<file path="src/rtl/serial_cmp_ctrl.sv">
// Serial magnitude comparator: streams 3-bit chunk pairs LSB first, reports A<B / A==B / A>B.
// Optional macro SERIAL_CMP_CHUNK_COUNT_EN adds the res_count output.
module serial_cmp_ctrl #(
    parameter int MAX_CHUNKS = 8,
    localparam int CW = $clog2(MAX_CHUNKS + 1)
) (
    input  logic       clk,
    input  logic       rst,
    input  logic       in_valid,
    output logic       in_ready,
    input  logic       in_first,
    input  logic       in_last,
    input  logic [2:0] a_chunk,
    input  logic [2:0] b_chunk,
    output logic       res_lt,
    output logic       res_eq,
    output logic       res_gt,
    output logic       res_valid,
    output logic       err
`ifdef SERIAL_CMP_CHUNK_COUNT_EN
    ,
    output logic [CW-1:0] res_count
`endif
);

    typedef enum logic [1:0] {IDLE, RUN, DONE} state_t;

    localparam logic [2:0]    CASC_EQ = 3'b010;
    localparam logic [CW-1:0] CNT_MAX = CW'(MAX_CHUNKS);
    localparam logic [CW-1:0] CNT_ONE = CW'(1);

    state_t        state_q, state_d;
    logic [2:0]    casc_q, casc_d;
    logic [CW-1:0] cnt_q, cnt_d;
    logic [2:0]    res_q, res_d;
    logic [CW-1:0] rcnt_q, rcnt_d;
    logic          rv_q, rv_d;
    logic          err_q, err_d;
    logic          accept;

    // Cascade is {l,e,g}; a strictly differing chunk overrides all lower-chunk history.
    function automatic logic [2:0] cascade(input logic [2:0] prev,
                                           input logic [2:0] a,
                                           input logic [2:0] b);
        if (a > b)      return 3'b001;
        else if (a < b) return 3'b100;
        else            return prev;
    endfunction

    assign in_ready = (state_q != DONE);
    assign accept   = in_valid && in_ready;

    always_comb begin
        state_d = state_q;
        casc_d  = casc_q;
        cnt_d   = cnt_q;
        res_d   = res_q;
        rcnt_d  = rcnt_q;
        rv_d    = 1'b0;
        err_d   = 1'b0;
        case (state_q)
            IDLE, RUN: begin
                if (accept) begin
                    if (in_first) begin
                        casc_d  = cascade(CASC_EQ, a_chunk, b_chunk);
                        cnt_d   = CNT_ONE;
                        state_d = in_last ? DONE : RUN;
                    end else if (state_q == IDLE) begin
                        err_d = 1'b1;
                    end else if (cnt_q == CNT_MAX) begin
                        err_d   = 1'b1;
                        state_d = IDLE;
                    end else begin
                        casc_d  = cascade(casc_q, a_chunk, b_chunk);
                        cnt_d   = cnt_q + CNT_ONE;
                        state_d = in_last ? DONE : RUN;
                    end
                    if (state_d == DONE) begin
                        res_d  = casc_d;
                        rcnt_d = cnt_d;
                        rv_d   = 1'b1;
                    end
                end
            end
            DONE:    state_d = IDLE;
            default: state_d = IDLE;
        endcase
    end

    always_ff @(posedge clk) begin
        if (rst) begin
            state_q <= IDLE;
            casc_q  <= CASC_EQ;
            cnt_q   <= '0;
            res_q   <= CASC_EQ;
            rcnt_q  <= '0;
            rv_q    <= 1'b0;
            err_q   <= 1'b0;
        end else begin
            state_q <= state_d;
            casc_q  <= casc_d;
            cnt_q   <= cnt_d;
            res_q   <= res_d;
            rcnt_q  <= rcnt_d;
            rv_q    <= rv_d;
            err_q   <= err_d;
        end
    end

    assign res_lt    = res_q[2];
    assign res_eq    = res_q[1];
    assign res_gt    = res_q[0];
    assign res_valid = rv_q;
    assign err       = err_q;

`ifdef SERIAL_CMP_CHUNK_COUNT_EN
    assign res_count = rcnt_q;
`else
    logic unused_rcnt;
    assign unused_rcnt = ^rcnt_q;
`endif

endmodule
</file>
<file path="config.mk">
export PLATFORM = sky130hd
export DESIGN_NAME = serial_cmp_ctrl
export DESIGN_NICKNAME = d
export VERILOG_FILES = /design/src/rtl/serial_cmp_ctrl.sv
export SDC_FILE = /design/constraint.sdc
export NUM_CORES = 1
export LEC_CHECK = 0
export CAP_MARGIN = 0
export CORE_MARGIN = 2
export CORE_UTILIZATION = 42
export CTS_BUF_LIST = sky130_fd_sc_hd__clkbuf_4 sky130_fd_sc_hd__clkbuf_8 sky130_fd_sc_hd__clkbuf_16
export DETAILED_ROUTE_END_ITERATION = 8
export MAX_ROUTING_LAYER = met4
export PLACE_DENSITY = 0.65
export SYNTH_ARGS = -nofsm -noshare
export SYNTH_HDL_FRONTEND = slang
export SYNTH_SLANG_ARGS = --single-unit
export TNS_END_PERCENT = 5
</file>
<file path="constraint.sdc">
create_clock -name clk -period 1.9 [get_ports clk]
set_clock_uncertainty 0.2 [all_clocks]
set_input_delay 0.38 -clock clk [delete_from_list [all_inputs] [get_ports clk]]
set_output_delay 0.38 -clock clk [all_outputs]
set_load 0.1 [all_outputs]
</file>
After elaboration in Yosys (flattened, before gate mapping). Cells that the tools add are included.

Add/subtract/negate cells: 1. Multipliers: 0. Divide/modulo/power cells: 0. Magnitude comparators: 2. Equality and inequality tests: 6. Shifts and indexed selects: 0. Muxes and demuxes: 19. Bitwise logic cells: 2. Reductions and logical operators: 9.

Operators by type and width (count): 3-bit two-way mux (7); 2-bit two-way mux (6); 4-bit two-way mux (3); 2-bit != test (second input constant) (3); 4-bit by 1-bit adder with 4-bit output (second input constant) (1); 4-bit equality test (second input constant) (1); 4-bit AND reduction (1); 2-bit OR reduction (2); 4-bit OR reduction (1); 3-bit > comparator (1); 3-bit less-than comparator (1); 1-bit two-way mux (3); 3-bit AND reduction (1); 3-bit OR reduction (1); 2-bit by 1-bit equality test with 1-bit output (second input constant) (1); 2-bit equality test (second input constant) (1); 2-bit logical NOT (1); 1-bit inverter (2); 2-bit AND reduction (1); 1-bit logical AND (1).

Bits in registers: 14. Latch bits: 0. RAM bits: 0. Bits in read-only memories: 0. Bits of input ports: 11. Output and inout port bits: 6. Word-level logic and storage cells: 45. Memories kept: 0.

Logic depth before layout (Yosys ltp).
Word-level depth: 8. Mapped depth: 6.

Worst setup path before layout. No wires, ideal clock.

Path kind: input -> register. Start point: input port b_chunk[2]. End point: register casc_q[0]. Setup time: 0.136 ns. Arrival time: 1.340 ns. Slack: 0.224 ns. Cell stages on the path: 6. Cell sequence: inv_1 -> ha_1 -> a21oi_1 -> o21ai_0 -> o21ai_0 -> a31oi_1.

Longest elaborated chain between the ends: 6.

RTL lines: start, declared (line 14) `input logic [2:0] b_chunk,`; 3-bit less-than comparator (line 46) `else if (a < b) return 3'b100;`; 3-bit two-way mux (line 46); 3-bit two-way mux (line 45) `if (a > b) return 3'b001;`; 3-bit two-way mux (line 70) `end else if (cnt_q == CNT_MAX) begin`; 3-bit two-way mux (line 68) `end else if (state_q == IDLE) begin`; 3-bit two-way mux (*) (line 64) `if (in_first) begin`; end signal, assigned (line 101) `casc_q <= casc_d;`; end, declared (line 33) `logic [2:0] casc_q, casc_d;`.

Mark *: on every way between the ends. The rest lies on a longest branch, timed or not. A chain may end at the register's enable or synchronous reset.

Worst setup path in the final report.
Start point: input port b_chunk[2]. End point: register casc_q[2].

The elaborated chain is that of the path after synthesis.

==> impl_metrics.csv <==
group,metric,value,unit
synth,syn-num-nets,103,
placement,postPlaceCellArea,0.001085,sq mm
clock_tree,cts_tree,"built",
grt,grt_pass1_vias,640,
route,ant_nets,0,
synth,synth-adder-area-share,8.170,%
power,total_power,0.6953,mW
sta,fin_ws,0.07653,ns
placement,pre_cts_ws,-0.4229,ns
power,p_sw,0.2201,mW
run,max_cap_viol_count,0,
power,seqPwrFrac,45.9,%
critical_path,r2r_cells,6,
sta,slew_headroom,76.05,%
min_path,min_to,"casc_q[0]",
layout,area_delta_synth_final,44.93,%
synth,synth_cell_types,30,
layout,stdcell_count,140,
critical_path,rr_startpoint,"cnt_q[1]",
route,drc_errors,0,
clock_tree,cts.path.max_buffers,2,
clock_tree,clock-sinks,14,
power,p_clk_share,24.2,%
layout,fin_area,0.001110,sq mm
synth,muxShareOfSynthArea,0,%
layout,num-fill-cells,157,
placement,dp_hpwl,1339,um
layout,layout-drive-gt1-share,23.48,%
synth,syn_avg_cell_area,8.802,sq um
route,drt_iter0_markers,16,
sta,rsz0062_at_grt,"true",
min_path,hp-start,"casc_q[0]",
synth,ys_warn_count,0,
die,rows,15,
critical_path,worstSetupEndpointType,"register",
clock_tree,clkLatencyLatePin,0.27,ns
clock_tree,cts-root-buf,"clkbuf_4",
power,cellPowerDensity,626.5,mW/mm^2
route,drt_first_pass_iters,4,
route,wl,1684,um
synth,synth-xor-area-share,2.288,%
synth,synth-seq-cells,14,
grt,grt-ovfl-total,0,
die,die-area,0.002181,sq mm
power,internal_power,0.4752,mW
sta,slew_violations,0,
layout,fin_util,64.28,%
layout,regArea,280.3,sq um
min_path,holdPathStages,2,
grt,grt_max_degree,9,
critical_path,arrival,1.83,ns
sta,fmax,548.4,MHz
min_path,min_path_type,"register to register",
sta,setup_viol,0,
critical_path,cp.required,1.91,ns
synth,netlist_area,765.7,sq um
layout,fin_nets,133,
sta,hold_viol_final,0,
synth,yosysSeqAreaShare,36.60,%
synth,synth_top_family_by_area,"simple AND/OR/NAND/NOR gates",
sta,tightest_slew,0.3582,ns
die,chipHeight,46.70,um
sta,fin_crit_sh,95.97,%
grt,grt_first_pass_wirelength,2801,um
route,vias_per_cell,5.079,
synth,syn_inst,87,
critical_path,critical_path_class,"input pin to register",
sta,period_minus_slack,1.823,ns
power,power_frac_comb,29.9,%
status,status,"complete, no violations",
clock_tree,post_cts_buffers,0,
critical_path,critPathMaxFanout,5,
synth,synthFlopType,"dfxtp_1",
power,switching_share,31.66,%
critical_path,start_kind,"input pin",
clock_tree,cts.htree.levels,1,
synth,synth-compound-area-share,16.83,%
placement,port_buffers,16,
critical_path,r2r_setup_slack,0.21,ns
clock_tree,path_clk_slew,0.08,ns
die,start_util,44.35,%
route,wl_per_cell,12.03,um
route,via_count,711,
grt,grt_use_total,19.13,%
synth,synth_simple_gate_area_share,30.72,%
placement,gp_congestion,0.7950,
die,die_w,46.70,um
clock_tree,cts_buffers,3,
die,ioPinCount,17,
layout,multi_input_area,447.9,sq um
power,leakagePower,0.4512,nW
grt,antenna_found_initial,0,
placement,dp.cells,137,
power,max-vdd-ir-drop,0.0004119,V
layout,antennaDiodeCount,0,
synth,async_flop_share,0,%
die,core_area,0.001727,sq mm
clock_tree,cts_hold_buf,0,
synth,synth_edf_count,0,
critical_path,r2r_end,"casc_q[1]",
[metrics by stage]
| stage | setup TNS (ns) | hold slack (ns) |
|---|---|---|
| floorplan | 0 | 0.2409 |
| global placement | -3.102 | 0.2512 |
| detailed placement | -3.540 | 0.2581 |
| CTS | 0 | 0.2725 |
| global route | -0.03549 | 0.3009 |
| finish | 0 | 0.2701 |
[flip-flops by register name (all words and copies together), names as in the netlist]
| register | cells |
|---|---|
| err | 1 |
| res_q | 3 |
| cnt_q | 4 |
| casc_q | 3 |
| res_valid | 1 |
| state_q | 2 |
[synthesized netlist by cell type, types with 2 or more instances]
cell type	n	area, sq um
a211oi_2	2	25.02
nor2_1	6	22.52
and2_1	2	12.51
a21oi_1	7	35.03
nor2b_1	2	12.51
nor3_1	4	20.02
nand4_1	4	25.02
nand2_1	7	26.28
xor2_1	2	17.52
dfxtp_1	14	280.3
ha_1	5	62.56
nand3b_1	2	15.01
o21ai_0	6	30.03
a31oi_1	2	12.51
inv_1	7	26.28
[metal layers]
layer  track usage (%)  share of wire (%)
met5                 -                  0
met4             6.667               0.89
met3             4.706                4.5
met2             28.61                 46
met1             25.06                 48
[critical path, cell delays in order]
cell,delay [ns]
clkdlybuf4s50_1,0.45
inv_1,0.04
ha_1,0.30
a21oi_1,0.19
o21ai_2,0.11
or2_1,0.22
a21oi_1,0.13
[worst max-delay path by stage]
stage | start | end | slack (ns) | cells past startpoint
final | b_chunk[2] | casc_q[2] | 0.08 | 7
after global routing | b_chunk[2] | res_q[2] | -0.04 | 7
after CTS | b_chunk[2] | res_q[0] | 0.04 | 7
after detailed placement | b_chunk[2] | res_q[0] | -0.42 | 7
after global placement | b_chunk[2] | res_q[0] | -0.34 | 7
after floorplan | b_chunk[2] | casc_q[0] | 0.22 | 6
[final cells by class]
cell class / count / area share [%]
repair buffers: 27 / 27.17
flip-flops and latches: 14 / 25.25
clock buffers: 3 / 2.029
inverters: 7 / 2.368
well taps: 25 / 2.819
multi-input cells: 64 / 40.36
[power by group through the flow]
stage / registers (mW) / logic [mW] / clock network, mW
2_1_floorplan: 0.364 / 0.0806 / 0
6_report: 0.319 / 0.208 / 0.168
3_5_place_dp: 0.326 / 0.206 / 0
3_3_place_gp: 0.326 / 0.203 / 0
4_1_cts: 0.319 / 0.207 / 0.176
5_1_grt: 0.321 / 0.225 / 0.189
[cell families (layout without fill, tap and decap cells)]
kind of cell / count (synthesis) / count (layout)
compound gates: 20 / 20
buf+inv: 9 / 37
simple gates: 37 / 37
fa+ha+maj: 5 / 5
xor+xnor: 2 / 2
flops: 14 / 14
[cell usage in the layout, fill, tap and decap left out, types with 3 or more instances in the layout]
cell              n
buf_4            11
inv_1             7
clkbuf_4          3
o21ai_0           4
clkdlybuf4s50_1   9
buf_12            6
nand2_1           7
a21oi_1           7
nor3_1            4
ha_1              5
dfxtp_1          14
nand4_1           4
nor2_1            6
[timing repair]
action | 4_1_cts | 5_1_grt
resized for setup | 3 | 1
setup endpoints to repair | 4 | 4
gates cloned | 0 | 0
No activity file was read; power rests on OpenSTA's default activity.
